===== src/rtl/cache_region_wrap.sv =====
// cache_region_wrap: routes CPU accesses to the data cache or down an uncached path to memory
// Ports: clk/rst (sync, active-high); CPU request (addr/wdata/wmask/wen/ren_cpu) with
// rdata_cpu/stall_cpu back; cache_enable requests the mode, cache_en_q is the mode in force;
// cache_wen/ren gate the cache, cache_rdata/cache_hit come back; cm_* is the cache's memory
// master, forwarded to mem_* whenever no uncached access owns the port; uc_count counts
// completed uncached accesses.
module cache_region_wrap #(
  parameter int ADDR_WIDTH = 64,
  parameter int DATA_WIDTH = 64,
  parameter int LINE_WORDS = 2,
  parameter int NUM_REGIONS = 2,
  parameter logic [NUM_REGIONS*ADDR_WIDTH-1:0] REGION_BASE = '0,
  parameter logic [NUM_REGIONS*ADDR_WIDTH-1:0] REGION_MASK = '0,
  parameter int CNT_WIDTH = 32
) (
  input  logic                                 clk,
  input  logic                                 rst,
  input  logic [ADDR_WIDTH-1:0]                addr_cpu,
  input  logic [DATA_WIDTH-1:0]                wdata_cpu,
  input  logic [DATA_WIDTH/8-1:0]              wmask_cpu,
  input  logic                                 wen_cpu,
  input  logic                                 ren_cpu,
  output logic [DATA_WIDTH-1:0]                rdata_cpu,
  output logic                                 stall_cpu,
  input  logic                                 cache_enable,
  output logic                                 cache_en_q,
  output logic                                 cache_wen,
  output logic                                 cache_ren,
  input  logic [DATA_WIDTH-1:0]                cache_rdata,
  input  logic                                 cache_hit,
  input  logic [ADDR_WIDTH-1:0]                cm_raddr,
  input  logic                                 cm_ren,
  input  logic [ADDR_WIDTH-1:0]                cm_waddr,
  input  logic                                 cm_wen,
  input  logic [DATA_WIDTH*LINE_WORDS-1:0]     cm_wdata,
  input  logic [DATA_WIDTH*LINE_WORDS/8-1:0]   cm_wmask,
  output logic                                 cm_rvalid,
  output logic [DATA_WIDTH*LINE_WORDS-1:0]     cm_rdata,
  output logic                                 cm_wvalid,
  output logic [ADDR_WIDTH-1:0]                mem_raddr,
  output logic                                 mem_ren,
  output logic [ADDR_WIDTH-1:0]                mem_waddr,
  output logic                                 mem_wen,
  output logic [DATA_WIDTH*LINE_WORDS-1:0]     mem_wdata,
  output logic [DATA_WIDTH*LINE_WORDS/8-1:0]   mem_wmask,
  input  logic                                 mem_rvalid,
  input  logic [DATA_WIDTH*LINE_WORDS-1:0]     mem_rdata,
  input  logic                                 mem_wvalid,
  output logic [CNT_WIDTH-1:0]                 uc_count
);
  localparam int BN = DATA_WIDTH/8;
  localparam int LW = DATA_WIDTH*LINE_WORDS;
  localparam int MW = LW/8;
  localparam int LSB = $clog2(BN);
  localparam int LB = $clog2(LINE_WORDS);
  localparam int DB = $clog2(DATA_WIDTH);
  typedef enum logic [2:0] {IDLE, UC_WAIT, UC_RD, UC_WR, UC_RESP} state_t;
  state_t state_q, state_d;
  logic [ADDR_WIDTH-1:0] addr_q;
  logic [LW-1:0] wdata_q;
  logic [MW-1:0] wmask_q;
  logic [DATA_WIDTH-1:0] rdata_q;
  logic [CNT_WIDTH-1:0] cnt_q;
  logic [NUM_REGIONS-1:0] hit;
  logic idle, uc, req, pend, busy, cm_busy, uncached, fwd, launch, latch;
  logic [LB-1:0] lane, lane_q;
  genvar i;
  for (i = 0; i < NUM_REGIONS; i++) begin : g_region
    assign hit[i] = (|REGION_MASK[i*ADDR_WIDTH +: ADDR_WIDTH]) &&
      ((addr_cpu & REGION_MASK[i*ADDR_WIDTH +: ADDR_WIDTH]) ==
       (REGION_BASE[i*ADDR_WIDTH +: ADDR_WIDTH] & REGION_MASK[i*ADDR_WIDTH +: ADDR_WIDTH]));
  end
  assign idle = state_q == IDLE;
  assign uc = state_q == UC_RD || state_q == UC_WR;
  assign req = wen_cpu | ren_cpu;
  // A mode change is pending; requests wait until it lands so routing never flips mid-access.
  assign pend = cache_enable != cache_en_q;
  // The cache still has a memory transaction that has not received its response this cycle.
  assign busy = cm_ren & ~mem_rvalid | cm_wen & ~mem_wvalid;
  assign cm_busy = cm_ren | cm_wen;
  assign uncached = ~cache_en_q | (|hit);
  assign fwd = idle & ~pend & ~uncached;
  assign launch = idle & req & ~pend & uncached;
  assign latch = (launch | state_q == UC_WAIT) & ~cm_busy;
  assign lane = addr_cpu[LSB +: LB];
  assign lane_q = addr_q[LSB +: LB];
  always_comb begin
    state_d = state_q;
    case (state_q)
      IDLE:    if (launch) state_d = cm_busy ? UC_WAIT : wen_cpu ? UC_WR : UC_RD;
      UC_WAIT: if (!cm_busy) state_d = wen_cpu ? UC_WR : UC_RD;
      UC_RD,
      UC_WR:   if (mem_rvalid | mem_wvalid) state_d = UC_RESP;
      default: state_d = IDLE;
    endcase
  end
  always_ff @(posedge clk) begin
    if (rst) begin
      state_q <= IDLE;
      cache_en_q <= 1'b0;
      cnt_q <= '0;
      rdata_q <= '0;
      addr_q <= '0;
      wdata_q <= '0;
      wmask_q <= '0;
    end else begin
      state_q <= state_d;
      if (idle & ~busy) cache_en_q <= cache_enable;
      if (latch) begin
        addr_q <= addr_cpu;
        wdata_q <= {LINE_WORDS{wdata_cpu}};
        wmask_q <= MW'(wmask_cpu) << {lane, {LSB{1'b0}}};
      end
      if (state_q == UC_RD && mem_rvalid) rdata_q <= mem_rdata[{lane_q, {DB{1'b0}}} +: DATA_WIDTH];
      if (state_q == UC_RESP) cnt_q <= cnt_q + CNT_WIDTH'(1);
    end
  end
  assign mem_raddr = uc ? addr_q : cm_raddr;
  assign mem_waddr = uc ? addr_q : cm_waddr;
  assign mem_wdata = uc ? wdata_q : cm_wdata;
  assign mem_wmask = uc ? wmask_q : cm_wmask;
  assign mem_ren = uc ? state_q == UC_RD : cm_ren;
  assign mem_wen = uc ? state_q == UC_WR : cm_wen;
  assign cm_rvalid = ~uc & mem_rvalid;
  assign cm_wvalid = ~uc & mem_wvalid;
  assign cm_rdata = mem_rdata;
  assign cache_wen = fwd & wen_cpu;
  assign cache_ren = fwd & ren_cpu & ~wen_cpu;
  assign stall_cpu = idle ? req & (pend | uncached | ~cache_hit) : state_q != UC_RESP;
  assign rdata_cpu = state_q == UC_RESP ? rdata_q : cache_rdata;
  assign uc_count = cnt_q;
endmodule


===== config.mk =====
export PLATFORM = sky130hd
export DESIGN_NAME = cache_region_wrap
export DESIGN_NICKNAME = d
export VERILOG_FILES = /design/src/rtl/cache_region_wrap.sv
export SDC_FILE = /design/constraint.sdc
export NUM_CORES = 1
export LEC_CHECK = 0
export CORE_AREA = 2 2 431 433
export DETAILED_ROUTE_END_ITERATION = 10
export DIE_AREA = 0 0 433 435
export SLEW_MARGIN = 20
export SYNTH_ARGS = -nofsm -noshare
export SYNTH_HDL_FRONTEND = slang
export SYNTH_SLANG_ARGS = --single-unit

===== constraint.sdc =====
create_clock -name clk -period 1.8 [get_ports clk]
set_input_delay 0.36 -clock clk [delete_from_list [all_inputs] [get_ports clk]]
set_output_delay 0.36 -clock clk [all_outputs]
set_load 0.02 [all_outputs]

==> results.txt <==
status: finished, violations left
failing checks: setup timing
die area: 188400 sq um
Clock Path Buffers: 3
period utilization: 143.6%
via count: 21330
grt ovf: 0
worst setup path category: flop to primary output
crit-path max cell delay: 370 ps
Post-synth EDFFs: 0
cell taking the most area after synthesis: dfxtp_1
Crit path required time: 1440 ps
drt wl/cell: 23.88 um
Fin Setup TNS: -283460 ps
Inserted Clock Buffers: 35
GP Congestion: 1.008
Routed WL: 140600 um
multi-input logic area: 9171 sq um
Crit path max-delay family: buffers and inverters
die height: 435 um
Total GRT Usage: 14.09%
final period demand of the worst path: 2584 ps
Pre-antenna DRT Iters: 6
initial drt markers: 2059
Buf/Inv on CP: 6
Starting Density: 7.897%
cell area after layout: 34230 sq um
Fmax: 386.9 MHz
H-Tree Depth: 2
placed cells: 5769
worst-path cell chain: buf_6 -> nand2b_4 -> buf_12 -> buf_16 -> buf_12 -> nand2_2 -> nand2_8 -> buf_12 -> buf_12
Core Box Area: 184000 sq um
CTS root buf: clkbuf_16
Final setup viols: 685
vias in the first global route: 20220
Slew Viols, Final: 0
P&R area growth vs syn: 135.5%
register area: 4906 sq um
commonest cells after routing, fill and taps aside: 719 x clkdlybuf4s50_1, 650 x nand2_1, 253 x buf_4
sequential fraction of the synthesis area: 33.61%
final hold viol count: 0
Synth Register Bits: 244
clk slew on worst S/H paths: 60 ps
largest net degree at the start of global routing: 57
Routed Antenna Nets: 0
Sink Count: 244
first-pass GRT wire length: 180600 um
Syn Area/Cell: 6.498 sq um
cells after synthesis: 2237
Setup WS post-layout: -784.4 ps
# DRC: 0
peak fanout along the critical path: 9
Mapped Area: 14540 sq um
Area contributors post-synth: dfxtp_1 34%, nand2_1 23%, buf_4 6.6%
Setup crit start kind: flop
syn nets: 2849
commonest non-fill, non-tap cell in the layout: clkdlybuf4s50_1
Setup crit end kind: primary output
post-synthesis cell type count: 40
detailed placer's ending HPWL: 114500 um
Slew headroom: 63.35%
Die Span X: 433 um
Post-DP Area: 31160 sq um
Core Rows: 158
Worst-Margin Slew: 549.7 ps
initial antenna violation count: 58
pwr/cell area: 640.8 nW/um^2
top_reg_cell synth: dfxtp_1
RSZ-0062 raised after global routing: yes
crit path DAT: 2220 ps
Async SR Flop Fraction: 0%
Max Clock Skew: 29.29 ps
crit-path most repeated cell: buf_12
Layout Cells excl Fill: 5890
CTS Hold Bufs: 0
Worst-Skew Late Latency: 620 ps
peak supply drop: 0.5240 mV
# fillers: 20420
# Max-Cap Violations: 0
Yosys warnings: 0
post-DR vias/cell: 3.621
I/O Pins: 1114
P_leak: 13.79 nW
Port Buffer Count: 1113
slowest cell on the critical path: dfxtp_4
area share of the largest cell type after synthesis: 33.61%
share of cells above drive strength 1: 29.04%
fin nets: 3982
CTS tree: done
Hold Path Class: primary input to flop
-- sequential cells by signal, summed over array words and instances, names as in the netlist --
register and count:
addr_q 64, rdata_q 64, wdata_q 64, uc_count 32, wmask_q 16, state_q 3
cache_en_q 1
-- per-stage QoR --
stage	setup slack (ps)	hold slack, ps	power (W)	util (%)
2_1_floorplan	4.171	449.9	0.008546	-
3_3_place_gp	-678.5	460.1	0.01381	16.93
3_5_place_dp	-715.2	467.0	0.01383	16.93
4_1_cts	-863.6	187.4	0.02206	18.26
5_1_grt	-842.6	204.4	0.02277	18.58
6_report	-784.4	218.2	0.02193	18.60
-- worst paths after layout --
check | startpoint | endpoint | slack (ps) | cells past startpoint
max reg2reg | state_q[1]$_SDFFE_PP0P_ | uc_count[31]$_SDFFE_PP0P_ | -480 | 9
max | state_q[1]$_SDFFE_PP0P_ | mem_raddr[27] | -780 | 9
min reg2reg | wdata_q[94]$_SDFFE_PP0P_ | wdata_q[94]$_SDFFE_PP0P_ | 470 | 2
min | rst | rdata_q[44]$_SDFFE_PP0P_ | 220 | 2
-- final cells by class --
class                           instances  share of cell area [%]
Antenna cell                           15                  0.1097
Clock buffer                           45                   2.844
Clock inverter                         17                  0.7750
Inverter                                8                 0.08774
Multi-Input combinational cell       1674                   26.80
Sequential cell                       244                   14.33
Tap cell                             2480                   9.066
Timing Repair Buffer                 1407                   45.99
-- worst register-to-register path: cells and delay by family (launching register included) --
family / cells / cell delay, ps
and+or+nand+nor: 3 / 840
buffers and inverters: 5 / 840
DFF: 1 / 360
AOI/OAI and AO/OA: 1 / 170
-- synth_stat cells, types with 2 or more instances --
cell and count:
a211oi_1 64, a21oi_1 168, and2_1 4, and3_1 4, and4_1 5, buf_1 19
buf_2 25, buf_4 128, clkbuf_1 139, dfxtp_1 244, ha_1 2, inv_1 8
mux2i_1 65, nand2_1 894, nand3_1 139, nand4_1 20, nand4b_1 8, nor2_1 80
nor3_1 3, o21ai_0 152, o31a_1 2, o31ai_1 14, o41ai_1 2, or3_1 6
or4_1 18, or4b_1 2, xnor2_1 4, xor2_1 6
-- routing by layer --
| metal | up-vias | track usage (%) | share of wire, % |
|---|---|---|---|
| met5 | - | 0 | 0.15 |
| met3 | 249 | 6.064 | 12 |
| li1 | 9603 | - | - |
| met2 | 1216 | 22.62 | 46 |
| met4 | 32 | 5.617 | 4.5 |
| met1 | 10230 | 16.34 | 37 |
-- where the power goes --
group          switching [W]  internal [W]  leakage [nW]
sequential          0.000140       0.00561          1.98
combinational        0.00434       0.00403          11.2
clock                0.00322       0.00458         0.594
total                0.00771        0.0142          13.8
-- cells by family (layout without fill, tap and decap cells) --
family                   count (synthesis)  in the layout  share of synthesized area [%]
XOR/XNOR                                10             10                         0.6025
AND/OR/NAND/NOR                       1192           1192                          33.92
buffers and inverters                  319           1477                          11.76
flip-flops                             244            244                          33.61
AO/OA/AOI/OAI                          405            405                          15.46
adder cells (fa/ha/maj)                  2              2                         0.1721
multiplexers                            65             65                          4.476
other                                    0             15                              0
-- what timing repair did --
action,in CTS,in global routing
gates cloned,18,10
setup buffers,15,13
hold endpoints to repair,0,0
gates resized for setup,827,349
setup endpoints to repair,672,686
pin swaps,44,51
Note: power is estimated with default switching activity, not from simulation.
